### config.mk
export PLATFORM = sky130hd
export DESIGN_NAME = cordic_sin
export DESIGN_NICKNAME = d
export VERILOG_FILES = /design/src/rtl/cordic_sin.sv
export SDC_FILE = /design/constraint.sdc
export NUM_CORES = 2
export LEC_CHECK = 0
export ABC_AREA = 1
export ABC_CLOCK_PERIOD_IN_PS = 4350
export BUFFER_PORTS_ARGS = -buffer_cell sky130_fd_sc_hd__buf_2
export CAP_MARGIN = 30
export CORE_MARGIN = 2
export CORE_UTILIZATION = 40
export CTS_BUF_LIST = sky130_fd_sc_hd__clkbuf_8
export DETAILED_ROUTE_END_ITERATION = 10
export GPL_TIMING_DRIVEN = 0
export PLACE_DENSITY = 0.54
export SYNTH_ARGS = -nofsm -noshare
export SYNTH_HDL_FRONTEND = slang
export SYNTH_SLANG_ARGS = --single-unit
### constraint.sdc
create_clock -name I_clk -period 4.35 [get_ports I_clk]
set_clock_uncertainty 0.1 [all_clocks]
set_input_delay 0.2175 -clock I_clk [delete_from_list [all_inputs] [get_ports I_clk]]
set_output_delay 0.2175 -clock I_clk [all_outputs]
set_load 0.02 [all_outputs]
### src/rtl/cordic_sin.sv
// Pipelined rotation-mode CORDIC sine/cosine; one sample per clock, latency ITER+2 clocks, no backpressure.
// Define CORDIC_SIN_VALID_EN to add I_valid/O_valid, carried alongside the samples.
module cordic_sin #(
   parameter int ITER = 14,
   parameter int DW   = 18,
   parameter int ZW   = 19
) (
   input  logic        I_clk,
   input  logic        I_rst,
   input  logic [13:0] I_phase,
`ifdef CORDIC_SIN_VALID_EN
   input  logic        I_valid,
   output logic        O_valid,
`endif
   output logic [13:0] O_cos,
   output logic [13:0] O_sin
);

   // x0 = round(K * 8191 * 4) pre-scales the cordic gain away
   localparam logic signed [DW-1:0] X0    = DW'(19896);
   localparam logic signed [DW:0]   RND   = (DW+1)'(2);
   localparam logic signed [DW:0]   SAT_P = (DW+1)'(8191);

   // round(atan(2^-i) * 2^17 / (2*pi)); z carries 4 fraction bits below the phase LSB
   localparam int ATAN [16] = '{16384, 9672, 5110, 2594, 1302, 652, 326, 163,
                                81, 41, 20, 10, 5, 3, 1, 1};

   logic [12:0]           ph_a;
   logic                  quad;
   logic [12:0]           z_fold;
   logic signed [DW-1:0]  x_r [0:ITER];
   logic signed [DW-1:0]  y_r [0:ITER];
   logic signed [ZW-1:0]  z_r [0:ITER];
   logic [ITER:0]         neg_r;

   assign ph_a   = I_phase[12:0];
   assign quad   = ph_a[12] ^ ph_a[11];
   assign z_fold = quad ? (ph_a - 13'd4096) : ph_a;

   function automatic logic [13:0] fmt(input logic signed [DW-1:0] v, input logic n);
      logic signed [DW:0] r;
      r = ($signed({v[DW-1], v}) + RND) >>> 2;
      if (n) r = -r;
      if (r > SAT_P) r = SAT_P;
      else if (r < -SAT_P) r = -SAT_P;
      return r[13:0];
   endfunction

   always_ff @(posedge I_clk) begin
      if (I_rst) begin
         for (int i = 0; i <= ITER; i++) begin
            x_r[i] <= '0;
            y_r[i] <= '0;
            z_r[i] <= '0;
         end
         neg_r <= '0;
         O_cos <= '0;
         O_sin <= '0;
      end else begin
         x_r[0]   <= X0;
         y_r[0]   <= '0;
         z_r[0]   <= {{(ZW-17){z_fold[12]}}, z_fold, 4'b0000};
         neg_r[0] <= quad;
         for (int i = 0; i < ITER; i++) begin
            if (!z_r[i][ZW-1]) begin
               x_r[i+1] <= x_r[i] - (y_r[i] >>> i);
               y_r[i+1] <= y_r[i] + (x_r[i] >>> i);
               z_r[i+1] <= z_r[i] - ZW'(ATAN[i]);
            end else begin
               x_r[i+1] <= x_r[i] + (y_r[i] >>> i);
               y_r[i+1] <= y_r[i] - (x_r[i] >>> i);
               z_r[i+1] <= z_r[i] + ZW'(ATAN[i]);
            end
            neg_r[i+1] <= neg_r[i];
         end
         O_cos <= fmt(x_r[ITER], neg_r[ITER]);
         O_sin <= fmt(y_r[ITER], neg_r[ITER]);
      end
   end

`ifdef CORDIC_SIN_VALID_EN
   logic [ITER+1:0] vld_sr;

   always_ff @(posedge I_clk) begin
      if (I_rst) vld_sr <= '0;
      else       vld_sr <= {vld_sr[ITER:0], I_valid};
   end

   assign O_valid = vld_sr[ITER+1];
`endif

endmodule

==> results.txt <==
hpwl dp - 156000 um
register area share after synthesis - 35.3%
Leak - 33.6 nW
Ys Warns - 0
Pre-antenna DRT Iters - 6
Clock Power Share - 16.8%
first-pass GRT wire length - 295000 um
sw power - 0.0203 W
top-count cell post-synth - nand2_1
Yosys reg bits - 743
RR Startpoint - z_r[3][37]$_SDFFCE_PN0P_
clock root cell - clkbuf_8
status - finished, final reports clean
Placed Cells - 10.7k
share of total power in combinational logic - 55.1%
CTS tree - built
Placer Congestion - 0.911
CP max stage cell - buf_4
Worst Tran Pin Value - 986 ps
Final min period - 4090 ps
crit path DAT - 4590 ps
row count - 143
worst stage delay on the critical path - 410 ps
I/O Buffers - 42
FF-to-FF setup slack - 260 ps
CTS Sinks - 743
total global-route track usage - 24.2%
Worst Path Required - 4850 ps
Fin Hold WS - 235 ps
Top-Level Pins - 44
Tot Pwr - 0.0428 W
global route overflow - 0
CP cell instances - nand2_2 -> buf_4 -> nand2_1 -> xnor2_1 -> ha_1 -> nand2_1 -> nor2_1 -> nor2_1 -> o21ai_1 -> inv_1 -> o21ai_0 -> a21boi_0 -> nor2_1 -> o21ai_0 -> nand2_1 -> o21ai_0 -> a21oi_1
Primary FF master, synth - edfxtp_1
register area - 21700 um^2
final slew viol count - 0
Core ar. - 152000 um^2
Via Count - 55.2k
DRC - 0
Nets - 9566
post-synth top area share - 33.4%
Min-Delay Path Class - in2reg
Fmax achieved - 245 MHz
Clk pin slew, worst setup/hold paths - 60 ps
Setup crit start kind - register
Filler Cells Inserted - 15.4k
initial antenna violation count - 11
Pwr Density - 605 nW/um^2
largest net degree at the start of global routing - 26
Post-synth EDFFs - 684
switching share of power - 47.5%
TritonCTS Buffers - 144
Synth top cells by count - nand2_1 (1384), a21oi_1 (1069), inv_1 (1051)
hold_sp - I_phase[11]
Hold Path Depth - 4
unrepaired setup endpoints after global routing - true
final hold violation count - 0
routed len/inst - 17.4 um
endpoints failing setup - 0
setup ws final - 263 ps
Synth cell types - 63
slew margin rel. - 34.3%
crit path kind - reg2reg
Cell Area, Synth - 61500 um^2
die width - 396 um
H-Tree Depth - 4
DIE AREA - 157000 um^2
Mapped Cells - 7883
Int Pwr - 0.0225 W
crit-path max FO - 23
RR Endpoint - x_r[4][17]$_SDFFCE_PN0P_
layout overhead on the synthesized area - 15.2%
Routed Wire Length - 191000 um
multi-input logic area - 37800 um^2
CTS Buffer Depth - 3
vias in the first global route - 52.9k
Max Cap Viol - 0
Reg power frac - 28.1%
Post-Syn Area per Cell - 7.80 um^2
Area contributors post-synth - edfxtp_1 (33%), ha_1 (14%), a21oi_1 (8.7%)
Setup Slack @ Placement - -1630 ps
layout cell share with drive strength beyond 1 - 5.24%
Starting Density - 40.4%
ANT nets after route - 0
Yosys top cell by area - edfxtp_1
IR drop worst, VDD - 0.000294 V
Die Span Y - 396 um
Worst-Skew Late Latency - 870 ps
Worst Setup End Kind - register
Final Util - 46.5%
R2R depth - 17
1st-iter DRT viols - 4000
Via density - 5.03
period utilization - 94.0%
Hold Path End - z_r[0][15]$_DFF_P_
Finished Layout Cells - 11.0k
ys async rst share - 0%
layer usage:
layer  vias to the layer above  wire length, um  global-route usage (%)
li1                      28400                -                       -
met1                     25300            85000                    30.7
met2                      1189            90800                    42.1
met3                       323             8800                    3.23
met4                         2             6810                    8.49
met5                         -               13                       0
flip-flops by register name (all words and copies together) (netlist names):
name	count
O_cos	14
O_sin	14
neg_r	15
x_r	233
y_r	235
z_r	232
logic make-up (layout without fill, tap and decap cells):
logic type,after synthesis,count (layout),share of synthesized area (%)
AOI/OAI and AO/OA,2250,2250,20.2
buffers and inverters,1220,1600,7.51
adders and majority gates,721,721,15.1
and+or+nand+nor,2694,2694,18.3
DFF,743,743,35.3
xor gates and xnor gates,253,253,3.60
other,2,695,0.0122
cell type report:
cell class / instances / share of cell area, %
Buffer: 146 / 0.897
Sequential cell: 743 / 30.7
Antenna cell: 8 / 0.0283
Multi-Input combinational cell: 6605 / 53.4
Inverter: 1069 / 5.68
Clock buffer: 166 / 3.22
Timing Repair Buffer: 120 / 1.67
Tap cell: 2030 / 3.59
Clock inverter: 99 / 0.865
worst max-delay path, delay by kind of cell (launching register included):
family          cells  cell delay [ps]
compound gates      6             1470
simple gates        7              820
buf+inv             2              530
flops               1              380
fa+ha+maj           1              360
xor+xnor            1              160
stage by stage:
stage,instance area (um^2),setup TNS (ps)
detailed placement,67400,-124570
global route,70800,-65.4
CTS,70600,0
floorplan,64100,0
finish,70800,0
global placement,66800,-174430
layout by cell type (no fill, tap or decap), drive strengths merged, types with 49 or more instances in the layout:
cell type and instances:
nand2 1413, a21oi 1087, edfxtp 684, conb 687
inv 1115, o21ai 722, o21a 143, nand3 242
nor2 744, xnor2 61, a31oi 49, xor2 192
a21boi 49, ha 687, nor3 148, o31ai 81
dfxtp 59, clkbuf 287, buf 120, nand4 56
power by group through the flow:
stage / clock network, W / registers [W] / logic, W
detailed placement: 0 / 0.0122 / 0.0232
CTS: 0.00745 / 0.0121 / 0.0234
global placement: 0 / 0.0122 / 0.0230
finish: 0.00718 / 0.0121 / 0.0236
global route: 0.00774 / 0.0122 / 0.0271
floorplan: 0 / 0.0114 / 0.0175
worst max-delay path by stage:
stage          slack [ps]                        to                startpoint  cells after the start
6_report              260  x_r[4][17]$_SDFFCE_PN0P_  z_r[3][37]$_SDFFCE_PN0P_                     17
3_3_place_gp        -1730  x_r[4][17]$_SDFFCE_PN0P_                     I_rst                     19
3_5_place_dp        -1630  x_r[4][17]$_SDFFCE_PN0P_                     I_rst                     19
2_1_floorplan         620  y_r[3][32]$_SDFFCE_PN0P_                     I_rst                     21
5_1_grt               -60  x_r[4][17]$_SDFFCE_PN0P_  z_r[3][37]$_SDFFCE_PN0P_                     17
4_1_cts               0.5  z_r[3][34]$_SDFFCE_PN0P_  z_r[3][18]$_SDFFCE_PN0P_                     15
timing repair:
item                       in CTS  in global routing
hold buffers                   25                  0
hold endpoints to repair       16                  0
setup buffers                   3                 11
pin swaps                       0                  0
setup endpoints to repair      46                 48
resized for setup              12                 64
Note: power is estimated with default switching activity, not from simulation.
